==> config.mk <==
export PLATFORM = sky130hd
export DESIGN_NAME = bcd_to_bin_converter_flat
export DESIGN_NICKNAME = d
export VERILOG_FILES = /design/src/rtl/bcd_to_bin_converter_if.sv /design/src/rtl/bcd_to_bin_converter.sv /design/src/flat_wrapper.sv
export SDC_FILE = /design/constraint.sdc
export NUM_CORES = 1
export LEC_CHECK = 0
export CORE_AREA = 8 8 76 78
export CTS_CLUSTER_DIAMETER = 60
export DETAILED_ROUTE_END_ITERATION = 10
export DIE_AREA = 0 0 84 86
export SKIP_CTS_REPAIR_TIMING = 1
export SYNTH_ARGS = -nofsm -noshare
export SYNTH_HDL_FRONTEND = slang
export SYNTH_SLANG_ARGS = --single-unit
==> constraint.sdc <==
create_clock -name clk -period 1.5 [get_ports clk]
set_input_delay 0.3 -clock clk [delete_from_list [all_inputs] [get_ports clk]]
set_output_delay 0.3 -clock clk [all_outputs]
set_load 0.02 [all_outputs]
==> src/rtl/bcd_to_bin_converter_if.sv <==
// Request/result bundle for the BCD-to-binary converter.
//   start   : conversion request, sampled in IDLE or DONE
//   bcd_in  : packed BCD digits, digit 0 (ones) in bits [3:0]
//   bin_out : converted binary value, held until the next completion
//   busy    : high while a conversion is running
//   done    : one-cycle completion pulse, bin_out/err valid
//   err     : input contained a digit above 9
interface bcd_to_bin_converter_if #(
  parameter int unsigned NDIG = 3,
  parameter int unsigned BW   = 10
);
  logic              start;
  logic [4*NDIG-1:0] bcd_in;
  logic [BW-1:0]     bin_out;
  logic              busy;
  logic              done;
  logic              err;

  modport master (
    output start, bcd_in,
    input  bin_out, busy, done, err
  );

  modport slave (
    input  start, bcd_in,
    output bin_out, busy, done, err
  );
endinterface

==> src/rtl/bcd_to_bin_converter.sv <==
// Sequential BCD-to-binary converter using a reverse double-dabble:
// shift {bcd, bin} right once per cycle, then subtract 3 from every BCD
// digit that reached 8 or more. After BW iterations the bin field holds
// the result.
//   clk   : rising-edge clock
//   rst_n : asynchronous active-low reset
//   bus   : slave side of bcd_to_bin_converter_if (start/bcd_in in,
//           bin_out/busy/done/err out, all outputs registered)
module bcd_to_bin_converter #(
  parameter int unsigned NDIG = 3,
  parameter int unsigned BW   = 10
) (
  input  logic                   clk,
  input  logic                   rst_n,
  bcd_to_bin_converter_if.slave  bus
);

  localparam int unsigned DW = 4 * NDIG;
  localparam int unsigned SW = DW + BW;
  localparam int unsigned CW = (BW > 1) ? $clog2(BW) : 1;

  typedef enum logic [1:0] {IDLE, CONV, DONE} state_t;

  state_t          state_q, state_d;
  logic [SW-1:0]   sr_q, sr_d;
  logic [CW-1:0]   cnt_q, cnt_d;
  logic [BW-1:0]   bin_q, bin_d;
  logic            busy_q, busy_d;
  logic            done_q, done_d;
  logic            err_q, err_d;
  logic [SW-1:0]   sr_sh_c;
  logic            bad_c;

  // Any input digit outside 0..9 makes the request invalid.
  always_comb begin
    bad_c = 1'b0;
    for (int unsigned i = 0; i < NDIG; i++) begin
      if (bus.bcd_in[4*i +: 4] > 4'd9) bad_c = 1'b1;
    end
  end

  // One reverse double-dabble step: shift right, then correct each digit.
  always_comb begin
    sr_sh_c = {1'b0, sr_q[SW-1:1]};
    for (int unsigned i = 0; i < NDIG; i++) begin
      if (sr_sh_c[BW+4*i +: 4] >= 4'd8)
        sr_sh_c[BW+4*i +: 4] = sr_sh_c[BW+4*i +: 4] - 4'd3;
    end
  end

  // Next-state and next-output logic.
  always_comb begin
    state_d = state_q;
    sr_d    = sr_q;
    cnt_d   = cnt_q;
    bin_d   = bin_q;
    busy_d  = 1'b0;
    done_d  = 1'b0;
    err_d   = err_q;
    case (state_q)
      IDLE, DONE: begin
        state_d = IDLE;
        if (bus.start) begin
          if (bad_c) begin
            state_d = DONE;
            done_d  = 1'b1;
            err_d   = 1'b1;
            bin_d   = '0;
          end else begin
            state_d = CONV;
            sr_d    = {bus.bcd_in, BW'(0)};
            cnt_d   = '0;
            err_d   = 1'b0;
            busy_d  = 1'b1;
          end
        end
      end
      CONV: begin
        sr_d   = sr_sh_c;
        cnt_d  = cnt_q + CW'(1);
        busy_d = 1'b1;
        if (cnt_q == CW'(BW - 1)) begin
          bin_d   = sr_sh_c[BW-1:0];
          state_d = DONE;
          done_d  = 1'b1;
          busy_d  = 1'b0;
        end
      end
      default: state_d = IDLE;
    endcase
  end

  // State and output registers.
  always_ff @(posedge clk or negedge rst_n) begin
    if (!rst_n) begin
      state_q <= IDLE;
      sr_q    <= '0;
      cnt_q   <= '0;
      bin_q   <= '0;
      busy_q  <= 1'b0;
      done_q  <= 1'b0;
      err_q   <= 1'b0;
    end else begin
      state_q <= state_d;
      sr_q    <= sr_d;
      cnt_q   <= cnt_d;
      bin_q   <= bin_d;
      busy_q  <= busy_d;
      done_q  <= done_d;
      err_q   <= err_d;
    end
  end

  assign bus.bin_out = bin_q;
  assign bus.busy    = busy_q;
  assign bus.done    = done_q;
  assign bus.err     = err_q;

endmodule

==> src/flat_wrapper.sv <==
// flat-port wrapper written by rule: the top's interface ports become plain ports
module bcd_to_bin_converter_flat 
#(
  parameter int unsigned NDIG = 3,
  parameter int unsigned BW   = 10
)
  (clk, rst_n, bus_start, bus_bcd_in, bus_bin_out, bus_busy, bus_done, bus_err);
  bcd_to_bin_converter_if #(.NDIG(NDIG), .BW(BW)) bus_i ();
  input  logic clk;
  input  logic rst_n;
  input wire logic [$bits(bus_i.start)-1:0] bus_start;
  input wire logic [$bits(bus_i.bcd_in)-1:0] bus_bcd_in;
  output wire logic [$bits(bus_i.bin_out)-1:0] bus_bin_out;
  output wire logic [$bits(bus_i.busy)-1:0] bus_busy;
  output wire logic [$bits(bus_i.done)-1:0] bus_done;
  output wire logic [$bits(bus_i.err)-1:0] bus_err;
  assign bus_i.start = bus_start;
  assign bus_i.bcd_in = bus_bcd_in;
  assign bus_bin_out = bus_i.bin_out;
  assign bus_busy = bus_i.busy;
  assign bus_done = bus_i.done;
  assign bus_err = bus_i.err;
  bcd_to_bin_converter #(.NDIG(NDIG), .BW(BW)) u_core (.clk(clk), .rst_n(rst_n), .bus(bus_i));
endmodule
==> metrics.md, run 1 <==
| Metric | Value |
|---|---|
| Result of the run | finished, final reports clean |
| Routed wire length | 4120 microns |
| DRC marker count from the first detailed-route iteration | 43 |
| Placed inst area | 0.00220 sq mm |
| Leakage Power | 1.32 nW |
| Slew at the pin closest to its max-slew limit | 0.503 ns |
| Height of the chip | 86 microns |
| Minimum clock period | 1.45 ns |
| Cell internal pwr | 2.44 mW |
| Arrival time of data at the critical path endpoint | 1.63 ns |
| Sinks on the clock net | 40 |
| Tightest Hold Check Type | in -> async |
| Count of port buffers added during placement | 27 |
| Final std cell area, no fill | 0.00235 sq mm |
| Startpoint of the lowest-slack register-to-register path | u_core.cnt_q[1] |
| Setup slack, reg-to-reg | roughly 0.090 ns |
| Residual DRC | 0 |
| Pwr/cell area | 1620 mW/mm^2 |
| Post-route setup TNS | 0 ns |
| Area inside the core boundary | between 0.004 and 0.005 sq mm |
| CTS Buf Count | 5 |
| Post-Syn Area | 0.00179 sq mm |
| GR Util All Layers | 11.5% |
| Fin Clk Skew | just under 0.008 ns |
| Required time of the critical path | around 1.7 ns |
| I/O pin total | 28 |
| Stage delay of the slowest cell on the critical path | 0.47 ns |
| Number of maximum-capacitance violations | 0 |
| Area delta synth->final | 31.7% |
| Clk Tree Root Cell | clkbuf_8 |
| Average routed wire per standard cell | 16.2 microns |
| Cell Rows | 25 |
| Sequential cell area fraction in the yosys report | about 56% |
| Worst path slowest cell | clkdlybuf4s50_1 |
| Minimum setup slack in the final design | between 0.05 and 0.06 ns |
| Detailed-router iteration count before antenna repair | 4 |
| Synth Register Bits | 40 |
| Crit share post-route | 96.4% |
| Worst-Skew Late Latency | 0.29 ns |
| Number of failing hold endpoints at the final stage | 0 |
| Mean area per synthesized cell | 11.3 sq um |
| Critical Path End Type | flip-flop |
| Number of filler cells placed in the layout | 409 |
| Max Clk Rate | 0.691 GHz |
| N_diodes | 0 |
| Max FO, Critical Path | 12 |
| Worst Setup Start Kind | input port |
| Reported net switching power | 1.38 mW |
| Tightest hold margin | between 0.06 and 0.07 ns |
| Cell variety after synth | 34 |
| Fraction of power spent switching nets | 36.2% |
| Final HPWL from detailed placement | between 2000 and 3000 microns |
| Setup CP Type | in -> reg |
| Peak supply drop | between 0.7 and 0.8 mV |
| Logic depth of the worst register-to-register path | 7 |
| Placer's final routability congestion estimate | approximately 0.76 |
| Post-placement setup slack | -0.294 ns |
| Final Max Tran Viols | 0 |
| Final setup vio count | 0 |
| Fraction of final layout cells sized beyond drive strength 1 | between 15 and 20% |
| Buffer depth of the longest clock path | 2 |
| Capture point of the critical path | u_core.cnt_q[3] |
| Net count of the mapped netlist | 179 |
| Proportion of power drawn by combinational gates | a little over a third |
| Starting density of the core | 38.9% |
| Sequential share of power | 46.1% |
| RSZ-0062 raised after global routing | yes |
| Die Wd | 84 microns |
| Total via count in the routed design | 1,367 |
| Placed insts | 246 |
| Chain of cells forming the critical path | clkdlybuf4s50_1 -> o21ai_4 -> a41oi_2 -> buf_4 -> o21ai_1 -> o31ai_1 |
| Final instance count without filler cells | between 200 and 300 |
| Most used cells in the layout excluding fill and tap cells | dfrtp_1 (40), a22o_1 (19), dlymetal6s2s_1 (15), buf_4 (15), nand2_1 (14) |
| Worst setup startpoint | bus_bcd_in[5] |
| Number of synthesis warnings | 0 |
| Predominant post-synthesis flop cell | dfrtp_1 |
| Vias in the first global route | between 1,000 and 1,500 |
| Post-Syn Instances | 158 |
| Antenna Nets Post-Route | 0 |
| Power share of the clock group | 18.5% |
| Pin count of the biggest net entering global routing | 41 |
| Max_slew headroom | 66.4% |
| Clock tree from TritonCTS | yes |
| NumNets Final | 221 |
| Worst flop-to-flop path endpoint | u_core.bus.bin_out[2] |
| Number of H-tree levels | 2 |
| Remaining global-route overflow | 0 |
| Number of synthesized flops with an enable pin | 0 |
| Number of vias per cell | 5.36 |
| Overall die area | about 0.0072 sq mm |
| Commonest non-fill, non-tap cell in the layout | dfrtp_1 |
| Initial antenna violation count | 0 |
| Share of synthesized flip-flops with an asynchronous set or reset | 100% |
| Clock slew at the register clock pins of the worst setup and hold paths | roughly 0.08 ns |
| First-pass GRT wire length | 6740 microns |
[area by class of cell]
class / count / area [sq um] / share of cell area [%]
clock buffers: 5 / 68.8 / 2.92
repair buffers: 44 / 447 / 19.0
multi-input cells: 102 / 724 / 30.8
flip-flops and latches: 40 / 1000 / 42.5
well taps: 54 / 67.6 / 2.87
inverters: 7 / 26.3 / 1.12
clock inverters: 3 / 18.8 / 0.797
[power groups by stage]
stage          Combinational [mW]  Clock (mW)  Sequential, mW
2_1_floorplan               0.907           0            1.72
3_3_place_gp                 1.27           0            1.76
3_5_place_dp                 1.33           0            1.78
4_1_cts                      1.34       0.739            1.76
5_1_grt                      1.50       0.779            1.81
6_report                     1.35       0.707            1.76
[cell usage after synthesis (all sizes together) (2+ instances only)]
master	instances	area share, %
inv	7	1.5
a221o	2	1.1
a22oi	4	1.7
nor3	3	1.1
nand3	3	0.84
a21oi	13	3.9
nor2b	3	1.1
mux2i	2	1.1
nand2	15	3.2
o21ai	7	2.6
xnor2	4	2.0
a22o	19	9.3
nor2	9	1.9
dfrtp	40	56
buf	8	2.7
ha	6	4.2
[registers in the layout, summed over array words and instances (netlist names)]
name and flops:
u_core.sr_q 21, u_core.bus.bin_out 10, u_core.bus.done 1, u_core.bus.busy 1, u_core.bus.err 1, u_core.cnt_q 4
u_core.state_q 2
[worst max-delay path: cells and delay by family]
kind / cells / cell delay [ns]
AO/OA/AOI/OAI: 4 / 0.63
buffers and inverters: 2 / 0.70
[per-stage QoR]
step	util [%]	power, mW
detailed placement	47.9	3.11
CTS	49.8	3.83
floorplan	-	2.63
global placement	47.9	3.03
global route	51.2	4.10
finish	51.2	3.82
[worst min-delay path by stage]
stage                             to  cells past startpoint  startpoint
2_1_floorplan  u_core.bus.bin_out[0]                      0       rst_n
3_3_place_gp         u_core.bus.done                      2       rst_n
3_5_place_dp   u_core.bus.bin_out[2]                      2       rst_n
4_1_cts              u_core.sr_q[19]                      2       rst_n
5_1_grt              u_core.sr_q[21]                      2       rst_n
6_report             u_core.sr_q[19]                      2       rst_n
[kinds of logic (layout without fill, tap and decap cells)]
| kind of cell | Yosys count | in the layout | share of synthesized area (%) |
|---|---|---|---|
| DFF | 40 | 40 | 56.0 |
| muxes | 2 | 2 | 1.12 |
| AOI/OAI and AO/OA | 50 | 50 | 21.2 |
| and+or+nand+nor | 39 | 39 | 10.6 |
| buffers and inverters | 16 | 59 | 4.34 |
| xor gates and xnor gates | 5 | 5 | 2.45 |
| adders and majority gates | 6 | 6 | 4.20 |
[layer usage]
layer  vias to the layer above  global-route usage [%]  part of all wire, %
met4                         0                    4.40                  1.1
met3                         6                    3.70                  4.1
met2                        25                    19.9                   51
met1                       684                    12.8                   43
met5                         -                       0                    0
li1                        652                       -                    -
Power figures use the tool's default switching activity.
==> run 2, diff against run 1 <==
--- a/config.mk
+++ b/config.mk
@@ -13,3 +13,4 @@
 export SYNTH_ARGS = -nofsm -noshare
 export SYNTH_HDL_FRONTEND = slang
 export SYNTH_SLANG_ARGS = --single-unit
+export TNS_END_PERCENT = 100
==> results of run 2 <==
Final layout, timing and power as in run 1 (identical DEF).
